$ cat src/rtl/music_score_player.sv
// Score ROM sequencer and square-wave buzzer driver.
// Steps a beat-rate address through a combinational score ROM. Each 12-bit
// word {high, med, low} is decoded into one note, and the buzzer toggles at
// that note's pitch.
// Ports:
//   clk, rst        system clock, synchronous active-high reset
//   start, stop     one-cycle command pulses (stop wins)
//   pause           level; freezes beat progress and silences the buzzer
//   loop_en         level; wrap to address 0 at end of score
//   rom_addr        registered score ROM address
//   rom_data        combinational ROM read data for rom_addr
//   buzzer          square-wave tone output, 0 when silent
//   playing, done   play status; done pulses once when a non-looping score ends
//   cur_note        decoded note (0 = rest, 1-7 = do-ti)
//   cur_octave      decoded octave (0 = rest, 1 = low, 2 = med, 3 = high)
module music_score_player #(
  parameter int unsigned CLK_FREQ   = 100_000_000,
  parameter int unsigned BEAT_TICKS = 12_500_000,
  parameter int unsigned ADDR_WIDTH = 7,
  parameter int unsigned ROM_WIDTH  = 12,
  parameter int unsigned SCORE_LEN  = 128
) (
  input  logic                  clk,
  input  logic                  rst,
  input  logic                  start,
  input  logic                  stop,
  input  logic                  pause,
  input  logic                  loop_en,
  output logic [ADDR_WIDTH-1:0] rom_addr,
  input  logic [ROM_WIDTH-1:0]  rom_data,
  output logic                  buzzer,
  output logic                  playing,
  output logic                  done,
  output logic [3:0]            cur_note,
  output logic [1:0]            cur_octave
);

  // Longest half-period belongs to the lowest pitch (262 Hz, octave 1).
  localparam int unsigned HALF_MAX = CLK_FREQ / 524;
  localparam int unsigned TONE_W   = (HALF_MAX > 1) ? $clog2(HALF_MAX) : 1;
  localparam int unsigned BEAT_W   = (BEAT_TICKS > 1) ? $clog2(BEAT_TICKS) : 1;

  localparam logic [BEAT_W-1:0]     BEAT_LAST = BEAT_W'(BEAT_TICKS - 1);
  localparam logic [ADDR_WIDTH-1:0] ADDR_LAST = ADDR_WIDTH'(SCORE_LEN - 1);

  typedef enum logic {IDLE = 1'b0, PLAY = 1'b1} state_t;

  typedef struct packed {
    logic [3:0] note;
    logic [1:0] oct;
  } note_t;

  state_t                state_q, state_d;
  logic [ADDR_WIDTH-1:0] addr_q, addr_d;
  logic [BEAT_W-1:0]     beat_q, beat_d;
  logic [TONE_W-1:0]     tone_q, tone_d;
  logic [ROM_WIDTH-1:0]  word_q, word_d;
  logic                  buzz_q, buzz_d;
  logic                  playing_q, playing_d;
  logic                  done_q, done_d;
  note_t                 note_cur, note_new;
  logic [TONE_W-1:0]     half_m1;

  // Half-period minus one for (octave, note); zero for any rest slot.
  function automatic int unsigned half_calc(input int unsigned o, input int unsigned n);
    int unsigned f;
    int unsigned h;
    case (n)
      1:       f = 262;
      2:       f = 294;
      3:       f = 330;
      4:       f = 349;
      5:       f = 392;
      6:       f = 440;
      7:       f = 494;
      default: f = 0;
    endcase
    if (o == 0) f = 0;
    else        f = f << (o - 1);
    if (f == 0) return 0;
    h = CLK_FREQ / (2 * f);
    return (h > 0) ? h - 1 : 0;
  endfunction

  // Highest non-zero nibble wins; a winning nibble of 8-F is a rest.
  function automatic note_t decode(input logic [11:0] w);
    logic [3:0] nib;
    logic [1:0] oct;
    if (w[11:8] != 4'd0) begin
      nib = w[11:8];
      oct = 2'd3;
    end else if (w[7:4] != 4'd0) begin
      nib = w[7:4];
      oct = 2'd2;
    end else if (w[3:0] != 4'd0) begin
      nib = w[3:0];
      oct = 2'd1;
    end else begin
      nib = 4'd0;
      oct = 2'd0;
    end
    if (nib[3]) begin
      nib = 4'd0;
      oct = 2'd0;
    end
    decode.note = nib;
    decode.oct  = oct;
  endfunction

  // Constant pitch table indexed by {octave, note[2:0]}.
  logic [TONE_W-1:0] half_tab [32];
  for (genvar gi = 0; gi < 32; gi++) begin : g_half
    assign half_tab[gi] = TONE_W'(half_calc(gi / 8, gi % 8));
  end

  assign note_cur = decode(word_q[11:0]);
  assign note_new = decode(word_d[11:0]);
  assign half_m1  = half_tab[{note_cur.oct, note_cur.note[2:0]}];

  // State and datapath registers.
  always_ff @(posedge clk) begin
    if (rst) begin
      state_q   <= IDLE;
      addr_q    <= '0;
      beat_q    <= '0;
      tone_q    <= '0;
      word_q    <= '0;
      buzz_q    <= 1'b0;
      playing_q <= 1'b0;
      done_q    <= 1'b0;
      cur_note  <= 4'd0;
      cur_octave <= 2'd0;
    end else begin
      state_q   <= state_d;
      addr_q    <= addr_d;
      beat_q    <= beat_d;
      tone_q    <= tone_d;
      word_q    <= word_d;
      buzz_q    <= buzz_d;
      playing_q <= playing_d;
      done_q    <= done_d;
      cur_note  <= note_new.note;
      cur_octave <= note_new.oct;
    end
  end

  // Next-state: commands, beat sequencing, then the tone generator.
  always_comb begin
    state_d   = state_q;
    addr_d    = addr_q;
    beat_d    = beat_q;
    tone_d    = tone_q;
    word_d    = word_q;
    buzz_d    = buzz_q;
    done_d    = 1'b0;

    case (state_q)
      IDLE: begin
        word_d = '0;
        if (start) begin
          state_d = PLAY;
          addr_d  = '0;
          beat_d  = '0;
        end
      end
      PLAY: begin
        word_d = rom_data;
        if (stop) begin
          state_d = IDLE;
          addr_d  = '0;
          beat_d  = '0;
          word_d  = '0;
        end else if (start) begin
          addr_d = '0;
          beat_d = '0;
        end else if (!pause) begin
          if (beat_q == BEAT_LAST) begin
            beat_d = '0;
            if (addr_q < ADDR_LAST) begin
              addr_d = addr_q + ADDR_WIDTH'(1);
            end else if (loop_en) begin
              addr_d = '0;
            end else begin
              state_d = IDLE;
              addr_d  = '0;
              word_d  = '0;
              done_d  = 1'b1;
            end
          end else begin
            beat_d = beat_q + BEAT_W'(1);
          end
        end
      end
      default: state_d = IDLE;
    endcase

    // A new note restarts phase-aligned low; rests and pause stay silent.
    if (state_d != PLAY || pause || note_new != note_cur || note_cur.note == 4'd0) begin
      tone_d = '0;
      buzz_d = 1'b0;
    end else if (tone_q == half_m1) begin
      tone_d = '0;
      buzz_d = ~buzz_q;
    end else begin
      tone_d = tone_q + TONE_W'(1);
    end

    playing_d = (state_d == PLAY);
  end

  assign rom_addr = addr_q;
  assign buzzer   = buzz_q;
  assign playing  = playing_q;
  assign done     = done_q;

endmodule

$ cat config.mk
export PLATFORM = sky130hd
export DESIGN_NAME = music_score_player
export DESIGN_NICKNAME = d
export VERILOG_FILES = /design/src/rtl/music_score_player.sv
export SDC_FILE = /design/constraint.sdc
export NUM_CORES = 1
export LEC_CHECK = 0
export ABC_AREA = 0
export BUFFER_PORTS_ARGS = -buffer_cell sky130_fd_sc_hd__buf_2
export CAP_MARGIN = 0
export CORE_UTILIZATION = 45
export CTS_CLUSTER_SIZE = 28
export DETAILED_ROUTE_END_ITERATION = 8
export GPL_TIMING_DRIVEN = 1
export PLACE_DENSITY_LB_ADDON = 0.08
export RECOVER_POWER = 25
export SLEW_MARGIN = 40
export SYNTH_ARGS = -nofsm -noshare
export SYNTH_HDL_FRONTEND = slang
export SYNTH_SLANG_ARGS = --single-unit
$ cat constraint.sdc
create_clock -name clk -period 8.6 [get_ports clk]
set_clock_uncertainty 0.2 [all_clocks]
set_input_delay 0.43 -clock clk [delete_from_list [all_inputs] [get_ports clk]]
set_output_delay 0.43 -clock clk [all_outputs]
set_load 0.01 [all_outputs]
## Word level (Yosys, flattened, before mapping)

Memory sizes are Yosys's and may differ from the RTL's.
Index checks and enable logic that the tools add are counted.
W data, S select, Z words.

| cells by class | value |
|---|---|
| add/sub/neg operators | 3 |
| order comparisons | 2 |
| equality and inequality tests | 6 |
| multiplexer cells | 47 |
| bitwise operators | 5 |
| reduce and logical (&&, ||, !) cells | 15 |

Operators with widths:

| cell | number |
|---|---|
| $mux W24 | 5 |
| $mux W12 | 6 |
| $pmux W24 S2 | 1 |
| $mux W7 | 6 |
| $mux W18 | 2 |
| $add A24 B1 Y24 const B | 1 |
| $eq A24 B24 Y1 const B | 1 |
| $mux W4 | 6 |
| $pmux W12 S2 | 1 |
| $reduce_bool A4 Y1 | 6 |
| $add A18 B1 Y18 const B | 1 |
| $eq A18 B18 Y1 | 1 |
| $pmux W7 S2 | 1 |
| $mux W2 | 6 |
| $mux W1 | 10 |
| $add A7 B1 Y7 const B | 1 |
| $lt A7 B7 Y1 const B | 1 |
| $reduce_or A7 Y1 | 1 |
| $ge A6 B6 Y1 const B | 1 |
| $mux W3 | 2 |
| $ne A6 B6 Y1 | 1 |
| $not A5 Y6 | 1 |
| $logic_not A4 Y1 | 1 |
| $ne A4 B3 Y1 const B | 1 |
| 9 further kinds | 14 |

| word-level totals | value |
|---|---|
| flip-flop bits (word level) | 70 |
| bits in read-only memories | 576 |
| logic and storage cells | 88 |
| memories | 1 |

Memory list:

| name | words | bits a word | rd ports | clocked after Yosys merged registers in | write ports | RTL line | RTL |
|---|---|---|---|---|---|---|---|
| (no name shown) | 32 | 18 | 1 | 0 | 0 | 118 | `assign half_m1 = half_tab[{note_cur.oct, note_cur.note[2:0]}];` |

## Logic depth before layout (Yosys ltp)

| logic depth | value |
|---|---|
| word-level depth | 16 |
| mapped depth | 18 |
| mapped depth without buffers | 14 |

## Worst setup path before layout

Ideal clock, no wire load.

| timing path | value |
|---|---|
| kind | flip-flop to flip-flop |
| start | register word_q[9] |
| end | register tone_q[8] |
| library setup time | 0.142 ns |
| arrival time | 3.976 ns |
| data required time | 8.258 ns |
| path slack | 4.283 ns |
| stages on the path, launching flop included | 18 |
| buffers on the path | 4 |
| path through | dfxtp_1 buf_2 or4_4 buf_2 a22oi_2 nand2_1 inv_2 ha_1 clkbuf_1 a21oi_1 a2111o_1 and3_1 a2111oi_2 o2111a_1 nand4_2 nor3_4 buf_4 nor3_1 |

| between the ends | value |
|---|---|
| cells in the longest elaborated chain, start to end | 9 |
| elaborated cells on any way between the ends | 15 |
| those cells by class | eq/ne: 2; mux: 6; bitwise: 1; reduce/logical: 5; memory: 1 |

RTL lines:

| what | RTL line | RTL |
|---|---|---|
| start: declaration | 57 | `logic [ROM_WIDTH-1:0] word_q, word_d;` |
| start signal: assignment | 138 | `word_q <= word_d;` |
| $reduce_bool A4 Y1 | 89 | `if (w[11:8] != 4'd0) begin` |
| $mux W4 or $mux W2 (tied branches) | 89 |  |
| $mux W3 or $mux W2 (tied branches) | 102 | `if (nib[3]) begin` |
| $not A5 Y6 (implied by the code) | 118 |  |
| $mem_v2 Z32 W18 | n/a |  |
| $mux W18 (implied by the code) (2 in series) | 118 |  |
| $eq A18 B18 Y1 | 201 | `end else if (tone_q == half_m1) begin` |
| $reduce_or A3 Y1 (no line) * | n/a |  |
| end signal: assignment | 137 | `tone_q <= tone_d;` |
| end: declaration | 56 | `logic [TONE_W-1:0] tone_q, tone_d;` |

Mark *: on every way between the ends. The rest lies on a longest branch, timed or not. The select of a mux whose other input is x is not followed.
A chain may end at the register's enable or synchronous reset.

## Worst setup path in the final report

| timing path | value |
|---|---|
| start | register word_q[7] |
| end | register tone_q[1] |

| between the ends | value |
|---|---|
| cells in the longest elaborated chain, start to end | 10 |
| elaborated cells on any way between the ends | 17 |
| those cells by class | eq/ne: 2; mux: 8; bitwise: 1; reduce/logical: 5; memory: 1 |

RTL lines:

| what | RTL line | RTL |
|---|---|---|
| $reduce_bool A4 Y1 | 92 | `end else if (w[7:4] != 4'd0) begin` |
| $mux W4 or $mux W2 (tied branches) | 92 |  |
| $mux W4 or $mux W2 (tied branches) | 89 |  |
| $mux W3 or $mux W2 (tied branches) | 102 |  |
| $not A5 Y6 (implied by the code) | 118 |  |
| $mem_v2 Z32 W18 | n/a |  |
| $mux W18 (implied by the code) (2 in series) | 118 |  |
| $eq A18 B18 Y1 | 201 |  |
| $reduce_or A3 Y1 (no line) * | n/a |  |

Marked as above.

==> run_results.csv <==
group,metric,value,unit
clocking,post_cts_buffers,0,
setup_path,endpoint_kind,"flip-flop",
clocking,clockBufferDepth,2,
clocking,cts_resized,0,
drt,num_vias,4856,
clocking,clk_transition_reported_paths,0.07,ns
synth,synth_warnings,0,
drt,drt.antenna.violating_nets,0,
synth,synthMuxAreaShare,0.881,%
synth,synth_top_family_by_area,"simple AND/OR/NAND/NOR gates",
setup_path,critPathLaunchType,"flip-flop",
synth,syn_area,4830,um2
pwr,sw_frac_of_total,32.0,%
timing,hold_slack,0.136,ns
floorplan,dieHeight,106,um
synth,syn_avg_cell_area,7.83,um2
synth,synth_xor_area_share,6.35,%
clocking,clkLatencyLatePin,0.35,ns
setup_path,crit_arrival,5.11,ns
clocking,htreeDepth,3,
setup_path,ff2ff_setup_slack,3.48,ns
pwr,power.density,134,nW/um2
placed_design,dp_hpwl,10000,um
synth,async_flop_share,0,%
timing,slew_viol_final,0,
synth,synth_seq_area_share,28.6,%
pwr,seqPwrFrac,47.6,%
drt,post-route-drc-count,0,
timing,finalSetupViolations,0,
synth,synth_cell_types,88,
setup_path,cp.required,8.60,ns
grt,antenna_found_initial,0,
timing,tightest_slew,0.814,ns
floorplan,core-area,10400,um2
drt,wl_per_cell,17.9,um
drt,drt_pass1_iterations,6,
synth,synthSimpleGateAreaFrac,33.4,%
timing,min_period_over_period,59.5,%
setup_path,ff2ff_path_depth,14,
cells_and_area,insertedDiodeCount,0,
synth,syn_nets,644,
pwr,power_switching,0.220,mW
run,maxCapViolations,0,
status,status,"complete, no violations",
cells_and_area,final_util,49.5,%
setup_path,setup.worst_path.end,"tone_q[1]",
placed_design,port_buffers,32,
pwr,ir_worst_vdd,0.0000731,V
grt,gr-total-overflow,0,
timing,fin_crit,5.12,ns
timing,tns,0,ns
timing,max_freq,195,MHz
grt,grt_max_degree,28,
clocking,cts_inserted_buffers,9,
pwr,total_power,0.686,mW
timing,slew_headroom,45.7,%
floorplan,start_util,46.6,%
synth,yosysMostFrequentCell,"dfxtp_1",
clocking,cts_sinks,69,
grt,grt_pass1_wl,23200,um
timing,grt_setup_unrepaired,"no",
floorplan,rows,37,
synth,synth.top_cells.by_area,"dfxtp_1, nor2_1, nor3_1",
hold_path,holdPathStages,2,
setup_path,path_max_fanout,18,
setup_path,worstSetupStartpoint,"word_q[7]",
drt,wl,13800,um
synth,yosys_register_bits,69,
floorplan,io_pins,34,
pwr,intPower,0.466,mW
floorplan,die_x,106,um
pwr,clockPowerShare,32.1,%
cells_and_area,nFillCells,1029,
floorplan,dieArea,11200,um2
synth,synth.top_cell.area_share,28.6,%
setup_path,r2r_start,"word_q[7]",
clocking,cts_hold_buf,0,
grt,grt_pass1_vias,4519,
cells_and_area,nets,658,
synth,synthFlopType,"dfxtp_1",
pwr,power.leakage,1.69,nW
grt,track_usage,26.2,%
hold_path,hold_class,"input port to flip-flop",
clocking,tritoncts,"yes",
drt,drt-initial-drc-count,357,
synth,synth_top_area_cell,"dfxtp_1",
pwr,share_comb_of_total_power,20.3,%
cells_and_area,syn_to_final_growth,6.37,%
synth,synth_edf_count,0,
drt,vias_per_cell,6.31,
cells_and_area,drive_gt1_share,10.7,%
synth,synthAdderAreaFrac,2.33,%
synth,synthTopCellsByCount,"dfxtp_1, nor2_1, nor3_1, nand2_1, a21oi_1",
placed_design,gp_congestion,0.954,
timing,timing_hold_violations_final,0,
synth,synth-compound-area-share,23.7,%
synth,synthCells,617,
setup_path,timing.rr.end,"tone_q[1]",
clocking,cts-root-buf,"clkbuf_8",
setup_path,worst-setup-path-type,"flip-flop to flip-flop",
[logic make-up (layout without fill, tap and decap cells)]
logic type                 count (synthesis)  in the layout
AOI/OAI and AO/OA                        161            161
xor gates and xnor gates                  35             35
adders and majority gates                  9              9
buffers and inverters                     46             63
DFF                                       69             69
muxes                                      4              4
other                                      1              1
and+or+nand+nor                          292            292
[critical path: stages, from the launching register on]
cell and delay (ns):
dfxtp_1 0.53, nor4_2 0.09, buf_4 0.19, a311oi_4 0.72
nand2_1 0.33, inv_1 0.23, ha_1 0.43, a21oi_1 0.16
a2111o_1 0.43, and3_1 0.20, a2111oi_2 0.29, o2111a_1 0.25
nand4_2 0.15, nor3_4 0.64, nor3b_1 0.11
[how the worst min path moves through the flow]
| stage | from | endpoint | slack, ns |
|---|---|---|---|
| after floorplan | beat_q[23] | beat_q[23] | 0.24 |
| after global placement | beat_q[23] | beat_q[23] | 0.27 |
| after detailed placement | beat_q[23] | beat_q[23] | 0.27 |
| after CTS | rom_data[1] | word_q[1] | 0.11 |
| after global routing | rom_data[2] | word_q[2] | 0.13 |
| final | rom_data[1] | word_q[1] | 0.14 |
[cells in the final DEF, fill, tap and decap left out, types with 4 or more instances in the layout]
| master | netlist | routed |
|---|---|---|
| clkbuf_1 | 14 | 17 |
| o21ai_1 | 4 | 4 |
| buf_2 | 9 | 17 |
| clkbuf_8 | 0 | 9 |
| nor4b_1 | 4 | 4 |
| nor2_1 | 65 | 65 |
| o22ai_1 | 5 | 5 |
| xnor2_1 | 16 | 16 |
| a211o_1 | 5 | 5 |
| or2_2 | 4 | 4 |
| a31oi_1 | 7 | 7 |
| and2_1 | 13 | 13 |
| a21oi_1 | 40 | 40 |
| a311oi_1 | 4 | 4 |
| dfxtp_1 | 69 | 69 |
| nand4_1 | 13 | 13 |
| nor3_1 | 48 | 48 |
| nor2b_1 | 4 | 4 |
| nand2_1 | 46 | 46 |
| o211ai_1 | 7 | 7 |
| nor3_2 | 4 | 4 |
| a21o_1 | 8 | 8 |
| and3_1 | 9 | 9 |
| xor2_1 | 19 | 19 |
| a211oi_1 | 4 | 4 |
| ha_1 | 9 | 9 |
| o21ai_0 | 30 | 30 |
| inv_1 | 13 | 13 |
| nand3_1 | 32 | 32 |
| or3_1 | 6 | 6 |
| and4_1 | 4 | 4 |
| nor4_1 | 13 | 13 |
[routing by layer]
| metal | part of all wire (%) | GRT usage, % |
|---|---|---|
| met4 | 3.0 | 12.6 |
| met1 | 45 | 35.0 |
| met3 | 6.7 | 4.58 |
| met5 | 0 | 0 |
| met2 | 45 | 41.0 |
[final cells by class]
cell class | count | area (um2) | share of cell area (%)
clock buffer | 11 | 131 | 2.56
clock inverter | 3 | 15.0 | 0.292
inverter | 14 | 52.6 | 1.02
multi-input combinational | 502 | 3220 | 62.7
sequential | 69 | 1380 | 26.9
tap | 136 | 170 | 3.31
timing repair buffer | 35 | 164 | 3.19
[flip-flops by register name, indices dropped and copies added (netlist names)]
signal and count:
beat_q 24, cur_octave 2, done 1, tone_q 18
playing 1, cur_note 3, word_q 12, buzzer 1
rom_addr 7
[per-stage QoR]
stage,worst slack (ns),std cells,cell area [um2]
6_report,3.48,770,5140
5_1_grt,3.24,770,5140
4_1_cts,3.57,770,5160
3_5_place_dp,3.60,756,5010
3_3_place_gp,3.78,756,5010
2_1_floorplan,4.28,617,4830
[power by group through the flow]
stage                     combinational (mW)  sequential, mW  clock (mW)
final                                  0.139           0.326       0.220
after global routing                   0.151           0.327       0.243
after CTS                              0.136           0.326       0.229
after detailed placement               0.136           0.334           0
after global placement                 0.136           0.333           0
after floorplan                        0.104           0.332           0
(Power assumes the default switching activity.)
